### src/rtl/mem_arbiter.sv
// Shares one byte-wide memory between the CPU controller port and a DMA/loader port.
// The CPU wins by default; a starved DMA gets a bounded burst of priority.
module mem_arbiter #(
    parameter int WIDTH      = 8,
    parameter int AWIDTH     = 8,
    parameter int STARVE_MAX = 8,
    parameter int BURST      = 4
) (
    input  logic              clk,
    input  logic              reset,
    input  logic              cpu_memread,
    input  logic              cpu_memwrite,
    input  logic [AWIDTH-1:0] cpu_adr,
    input  logic [WIDTH-1:0]  cpu_wd,
    output logic [WIDTH-1:0]  cpu_rd,
    output logic              cpu_stall,
    input  logic              dma_req,
    input  logic              dma_we,
    input  logic [AWIDTH-1:0] dma_adr,
    input  logic [WIDTH-1:0]  dma_wd,
    output logic              dma_gnt,
    output logic              dma_rvalid,
    output logic [WIDTH-1:0]  dma_rdata,
    output logic              mem_re,
    output logic              mem_we,
    output logic [AWIDTH-1:0] mem_adr,
    output logic [WIDTH-1:0]  mem_wd,
    input  logic [WIDTH-1:0]  mem_rd
);
    localparam logic [0:0] CPU_PRI = 1'b0;
    localparam logic [0:0] DMA_PRI = 1'b1;
    localparam logic [3:0] STARVE_LIM = 4'(STARVE_MAX);
    localparam logic [3:0] BURST_LIM  = 4'(BURST);

    logic [0:0]       state_q, state_d;
    logic [3:0]       starve_q, starve_d;
    logic [3:0]       burst_q, burst_d;
    logic             rvalid_q, rvalid_d;
    logic [WIDTH-1:0] rdata_q, rdata_d;
    logic             cpu_acc, cpu_gnt;

    always_comb begin
        cpu_acc = cpu_memread | cpu_memwrite;
        cpu_gnt = !reset && cpu_acc && (!dma_req || state_q == CPU_PRI);
        dma_gnt = !reset && dma_req && (!cpu_acc || state_q == DMA_PRI);
        cpu_stall = !reset && cpu_acc && !cpu_gnt;
        cpu_rd  = mem_rd;
        mem_re  = 1'b0;
        mem_we  = 1'b0;
        mem_adr = '0;
        mem_wd  = '0;
        if (cpu_gnt) begin
            // Both strobes high is illegal; it resolves to a write.
            mem_re  = cpu_memread && !cpu_memwrite;
            mem_we  = cpu_memwrite;
            mem_adr = cpu_adr;
            mem_wd  = cpu_wd;
        end else if (dma_gnt) begin
            mem_re  = !dma_we;
            mem_we  = dma_we;
            mem_adr = dma_adr;
            mem_wd  = dma_wd;
        end
    end

    always_comb begin
        state_d  = state_q;
        starve_d = starve_q;
        burst_d  = burst_q;
        rvalid_d = dma_gnt && !dma_we;
        rdata_d  = (dma_gnt && !dma_we) ? mem_rd : rdata_q;
        if (state_q == CPU_PRI) begin
            if (dma_req && !dma_gnt) begin
                starve_d = starve_q + 4'd1;
                if (starve_d == STARVE_LIM) begin
                    state_d  = DMA_PRI;
                    starve_d = '0;
                    burst_d  = '0;
                end
            end else begin
                starve_d = '0;
            end
        end else begin
            // An abandoned request ends the window early.
            if (!dma_req) begin
                state_d = CPU_PRI;
                burst_d = '0;
            end else if (dma_gnt) begin
                burst_d = burst_q + 4'd1;
                if (burst_d == BURST_LIM) begin
                    state_d = CPU_PRI;
                    burst_d = '0;
                end
            end
        end
    end

    always_ff @(posedge clk) begin
        if (reset) begin
            state_q  <= CPU_PRI;
            starve_q <= '0;
            burst_q  <= '0;
            rvalid_q <= 1'b0;
            rdata_q  <= '0;
        end else begin
            state_q  <= state_d;
            starve_q <= starve_d;
            burst_q  <= burst_d;
            rvalid_q <= rvalid_d;
            rdata_q  <= rdata_d;
        end
    end

    assign dma_rvalid = rvalid_q;
    assign dma_rdata  = rdata_q;
endmodule

### config.mk
export PLATFORM = sky130hd
export DESIGN_NAME = mem_arbiter
export DESIGN_NICKNAME = d
export VERILOG_FILES = /design/src/rtl/mem_arbiter.sv
export SDC_FILE = /design/constraint.sdc
export NUM_CORES = 1
export LEC_CHECK = 0
export CAP_MARGIN = 5
export CORE_MARGIN = 2
export CORE_UTILIZATION = 37
export DETAILED_ROUTE_END_ITERATION = 6
export GPL_TIMING_DRIVEN = 0
export HOLD_SLACK_MARGIN = 0.15
export PLACE_DENSITY_LB_ADDON = 0.08
export SYNTH_ARGS = -nofsm -noshare
export SYNTH_HDL_FRONTEND = slang
export SYNTH_SLANG_ARGS = --single-unit
### constraint.sdc
create_clock -name clk -period 2.4 [get_ports clk]
set_input_delay 0.36 -clock clk [delete_from_list [all_inputs] [get_ports clk]]
set_output_delay 0.36 -clock clk [all_outputs]
set_load 0.005 [all_outputs]
# --- After elaboration in Yosys (flattened, before gate mapping) ---
# Index checks and enable logic that the tools add are counted.
totals:
  regBits: 18
  wordCells: 54
  ramBits: 0
  mem_count: 0
  input_bits: 46
  output_inout_bits: 37
  latchBits: 0
  rom_bits: 0
op_classes:
  n_reduce_logical: 20
  n_div: 0
  muxes: 22
  n_addsub: 2
  n_lt_le_gt_ge: 0
  shifts: 0
  eq_ne: 3
  bitwise_logic: 2
  n_mul: 0
op_table:
  columns: ["operator", "count"]
  rows:
  - ["2-to-1 mux 4 bit", 8]
  - ["2-to-1 mux 8 bit", 4]
  - ["2-to-1 mux 1 bit", 10]
  - ["adder 4 x 1 -> 4 bit (second input constant)", 2]
  - ["logical AND 1 bit", 8]
  - ["logical NOT 1 bit", 7]
  - ["equality test 4 x 3 -> 1 bit (second input constant)", 1]
  - ["equality test 4 bit (second input constant)", 1]
  - ["nonzero test 2 bit", 2]
  - ["inequality test 3 bit (second input constant)", 1]
  - ["AND reduction 3 bit", 1]
  - ["logical OR 1 bit", 2]
  - ["NOT 1 bit", 1]
  - ["bitwise OR 1 bit", 1]

# --- Depth between registers and ports, before layout ---
logic_depth:
  word_depth: 8
  depth_mapped: 5
  ltp_nobuf: 5

# --- Worst setup path before layout ---
# No wires, ideal clock.
synth_timing:
  path_kind: "input to output"
  start: "input dma_req"
  end: "output mem_adr[0]"
  n_path_buf: 1
  stages: 4
  slack_ns: 0.906
  required_ns: 2.040
  t_arrival_ns: 1.134
  path_cell_list: "nand2_1 nor3b_4 buf_4 a22o_1"
synth_via:
  elab_chain_len: 4
  word_cells_on_any_way: 7
  cone_classes: "2 x mux; 5 x reduce/logical"
synth_rtl:
  columns: ["element", "line", "rtl"]
  rows:
  - ["start: declaration", "17", "input logic dma_req,"]
  - ["logical AND 1 bit / logical NOT 1 bit (equally long branches)", null, null]
  - ["logical AND 1 bit / logical OR 1 bit (equally long branches)", "45, 44", null]
  - ["2-to-1 mux 8 bit / logical AND 1 bit (equally long branches)", "58, 44", null]
  - ["2-to-1 mux 8 bit (*)", "52", "if (cpu_gnt) begin"]
  - ["end: declaration", "26", "output logic [AWIDTH-1:0] mem_adr,"]
# Every way passes the cells marked *; elsewhere a longest branch is shown, timed or not.

# --- Worst setup path after layout ---
# Ends and elaborated chain as after synthesis.

==> impl_metrics.prom <==
# TYPE chip_impl_metric gauge
chip_impl_info{name="run_status",value="completed"} 1
chip_impl_metric{name="crit_buf_inv",unit=""} 3
chip_impl_metric{name="clk_path_buf_depth",unit=""} 2
chip_impl_metric{name="detail_route.wirelength",unit="um"} 3650
chip_impl_metric{name="min_period",unit="ps"} 2320
chip_impl_metric{name="layout.core_utilization",unit="%"} 69.5
chip_impl_metric{name="post-synth-top-area-fraction",unit="%"} 31.6
chip_impl_metric{name="die_w",unit="um"} 59.5
chip_impl_metric{name="worst_ep_arrival_time",unit="ps"} 1960
chip_impl_metric{name="groute.layer.met2.usage",unit="%"} 37.2
chip_impl_info{name="cts-root-buf",value="sky130_fd_sc_hd__clkbuf_4"} 1
chip_impl_info{name="worst_setup_path_end_kind",value="output port"} 1
chip_impl_metric{name="leakage",unit="nW"} 0.810
chip_impl_metric{name="drive_above_1_share",unit="%"} 12.3
chip_impl_metric{name="synth_cells",unit=""} 131
chip_impl_metric{name="multi_input_comb_area",unit="sq um"} 676
chip_impl_info{name="rsz0062_at_grt",value="no"} 1
chip_impl_metric{name="power_per_cell_area",unit="nW/um^2"} 341
chip_impl_metric{name="globalRouteTotalUtil",unit="%"} 20.9
chip_impl_metric{name="worst-r2r-setup-slack",unit="ps"} 980
chip_impl_metric{name="dp.final_hpwl",unit="um"} 2920
chip_impl_metric{name="cts_hold_buf",unit=""} 0
chip_impl_metric{name="cts.clk_slew.worst_paths",unit="ps"} 100
chip_impl_metric{name="grt_overflow_total",unit=""} 0
chip_impl_metric{name="tritoncts.num_buffers",unit=""} 3
chip_impl_metric{name="cell_area_synth",unit="sq um"} 1140
chip_impl_metric{name="clock_skew",unit="ps"} 6.66
chip_impl_metric{name="timing.critical_path.fanout_max",unit=""} 10
chip_impl_metric{name="h-tree-depth",unit=""} 1
chip_impl_info{name="cp-start-kind",value="input pin"} 1
chip_impl_metric{name="first_drt_iteration_drcs",unit=""} 41
chip_impl_metric{name="grt_pass1_vias",unit=""} 1192
chip_impl_metric{name="core-area",unit="sq um"} 2980
chip_impl_metric{name="synth.yosys.warnings",unit=""} 0
chip_impl_metric{name="global_route.usage.met3",unit="%"} 6.11
chip_impl_metric{name="avgSynthCellArea",unit="sq um"} 8.69
chip_impl_metric{name="hold_viol_final",unit=""} 0
chip_impl_metric{name="grt_first_pass_wirelength",unit="um"} 5700
chip_impl_metric{name="finalSetupViolCount",unit=""} 0
chip_impl_metric{name="grt_max_degree",unit=""} 11
chip_impl_metric{name="num_rows",unit=""} 20
chip_impl_metric{name="initial_core_util",unit="%"} 38.2
chip_impl_metric{name="drcViolationCount",unit=""} 0
chip_impl_info{name="synth_top_area_cell",value="sky130_fd_sc_hd__dfxtp_1"} 1
chip_impl_metric{name="fin_crit_sh",unit="%"} 96.5
chip_impl_metric{name="ant_nets",unit=""} 0
chip_impl_metric{name="placement.io_buffers",unit=""} 82
chip_impl_info{name="critical-path-top-delay-family",value="buffers and inverters"} 1
chip_impl_metric{name="tightestPinTransition",unit="ps"} 453
chip_impl_metric{name="post_drt_wl_per_cell",unit="um"} 14.5
chip_impl_metric{name="chipHeight",unit="um"} 59.5
chip_impl_metric{name="power",unit="mW"} 0.705
chip_impl_metric{name="ys_ff_latch",unit=""} 18
chip_impl_metric{name="gr-usage-met1",unit="%"} 24.1
chip_impl_metric{name="timing.slew.headroom",unit="%"} 69.6
chip_impl_info{name="gr-max-usage-layer",value="met2"} 1
chip_impl_metric{name="insertedDiodeCount",unit=""} 0
chip_impl_metric{name="post-route-cell-area",unit="sq um"} 2070
chip_impl_info{name="critical_path.slowest_cell",value="sky130_fd_sc_hd__clkdlybuf4s50_1"} 1
chip_impl_info{name="largest_cells_by_area_after_synthesis",value="sky130_fd_sc_hd__dfxtp_1 (32%), sky130_fd_sc_hd__a22o_1 (13%), sky130_fd_sc_hd__mux2i_1 (7.0%)"} 1
chip_impl_info{name="min-delay-path-class",value="flop to flop"} 1
chip_impl_info{name="clock_tree_from_tritoncts",value="built"} 1
chip_impl_metric{name="worst_path_required_time",unit="ps"} 2040
chip_impl_metric{name="worst_path_largest_cell_delay",unit="ps"} 520
chip_impl_metric{name="clkLatencyLatePin",unit="ps"} 300
chip_impl_metric{name="fmax",unit="MHz"} 432
chip_impl_metric{name="timing.setup.tns",unit="ps"} 0
chip_impl_metric{name="synth_sequential_area_ratio",unit="%"} 31.6
chip_impl_info{name="timing.critical_path.cells",value="dlygate4sd2_1 > nand2_2 > nor3b_4 > buf_6 > a22o_1 > clkdlybuf4s50_1"} 1
chip_impl_metric{name="worst_ir_drop_vdd",unit="mV"} 0.326
chip_impl_metric{name="final_net_count",unit=""} 269
chip_impl_metric{name="grt_antenna_before_repair",unit=""} 0
chip_impl_metric{name="syn-num-nets",unit=""} 180
chip_impl_metric{name="final.fill_count",unit=""} 260
chip_impl_metric{name="register_area",unit="sq um"} 360
chip_impl_info{name="path_class",value="input pin to output port"} 1
chip_impl_metric{name="drt_pre_antenna_iters",unit=""} 4
chip_impl_metric{name="place_congestion",unit=""} 0.844
chip_impl_metric{name="overall_die_area",unit="sq um"} 3540
chip_impl_metric{name="numClockSinks",unit=""} 18
chip_impl_metric{name="ioPinCount",unit=""} 83
chip_impl_metric{name="vias",unit=""} 1339
chip_impl_metric{name="place_area",unit="sq um"} 2000
chip_impl_metric{name="layout-area-overhead-vs-synth",unit="%"} 81.6
chip_impl_metric{name="final_max_slew_viol_count",unit=""} 0
chip_impl_metric{name="drv_cap",unit=""} 0
chip_impl_metric{name="avgViaCountPerCell",unit=""} 5.31
chip_impl_metric{name="synthDistinctLibCells",unit=""} 39
## registers in the layout (all words and copies together), names as in the netlist
| register | cells |
|---|---|
| burst_q | 4 |
| dma_rdata | 8 |
| starve_q | 4 |
| state_q | 1 |
| dma_rvalid | 1 |
## worst reg2reg max path, stage by stage, from the launching register on
cell and delay [ps]:
sky130_fd_sc_hd__dfxtp_1 440, sky130_fd_sc_hd__ha_1 280, sky130_fd_sc_hd__o211ai_1 230, sky130_fd_sc_hd__o211ai_1 260, sky130_fd_sc_hd__a21oi_1 80
## layer usage
layer | share of wire, % | vias up | routed length, um
li1 | - | 658 | -
met1 | 37 | 610 | 1350
met2 | 51 | 67 | 1850
met3 | 11 | 4 | 413
met4 | 0.71 | 0 | 26
met5 | 0 | - | 0
## cells by family after synthesis
logic type	Yosys count	synth area share [%]
adder cells (fa/ha/maj)	3	3.30
flip-flops	18	31.6
multiplexers	8	7.03
AND/OR/NAND/NOR	39	19.8
XOR/XNOR	1	0.769
buffers and inverters	18	9.45
AO/OA/AOI/OAI	44	28.0
## power by group
group	internal, mW	switching [mW]	leakage, nW	total [mW]
Clock	0.0925	0.0944	0.0210	0.187
Combinational	0.146	0.0663	0.644	0.213
Sequential	0.302	0.00330	0.145	0.305
## cells in the mapped netlist (all sizes together)
library cell and count:
a22oi 1, nor2 13, o211ai 5, and4 1
clkbuf 3, and3 1, buf 11, nand2b 3
a31oi 1, a21oi 10, xnor2 1, nand4 2
a22o 17, or2 1, mux2i 8, nor4 1
inv 4, o31ai 1, a21o 2, nand3 1
nor3 4, a21boi 1, or3 1, o21ai 4
ha 3, nor3b 2, o311ai 1, nand2 7
and3b 1, o21ba 1, nand3b 1, dfxtp 18
## stage by stage
step / std cells / hold slack (ps) / setup WS, ps
floorplan: 131 / 458 / 906
global placement: 246 / 471 / -342
detailed placement: 246 / 478 / -406
CTS: 252 / 504 / 5.02
global route: 252 / 536 / 3.91
finish: 252 / 502 / 83.6
## repair_timing
item                       4_1_cts  5_1_grt
pin swaps                        1        0
setup endpoints to repair       19       16
gates resized for setup          7        3
buffers inserted                 2        0
## final cells by class
class / count / share of cell area [%]
inverters: 4 / 0.726
plain buffers: 14 / 4.78
well taps: 33 / 2.00
repair buffers: 84 / 40.7
flip-flops and latches: 18 / 17.4
clock buffers: 4 / 1.75
multi-input cells: 95 / 32.7
## cells in the final DEF, fill, tap and decap left out, drive strengths merged, types with 4 or more instances in the layout
cell | synthesis | final
clkdlybuf4s50 | 0 | 77
buf | 11 | 13
nand2 | 7 | 7
nor3 | 4 | 4
dfxtp | 18 | 18
clkbuf | 3 | 7
mux2i | 8 | 8
a21oi | 10 | 10
o211ai | 5 | 5
o21ai | 4 | 4
inv | 4 | 4
a22o | 17 | 17
nor2 | 13 | 13
## path summary, 6_finish.rpt
path | start | endpoint | depth (start not counted)
hold reg to reg | dma_rdata[1]$_SDFFE_PP0P_ | dma_rdata[1]$_SDFFE_PP0P_ | 2
hold / removal | dma_rdata[1]$_SDFFE_PP0P_ | dma_rdata[1]$_SDFFE_PP0P_ | 2
setup / recovery | dma_req | mem_adr[0] | 6
setup reg to reg | starve_q[0]$_SDFFE_PP0N_ | burst_q[0]$_SDFFE_PP0P_ | 4
No activity file was read; power rests on OpenSTA's default activity.
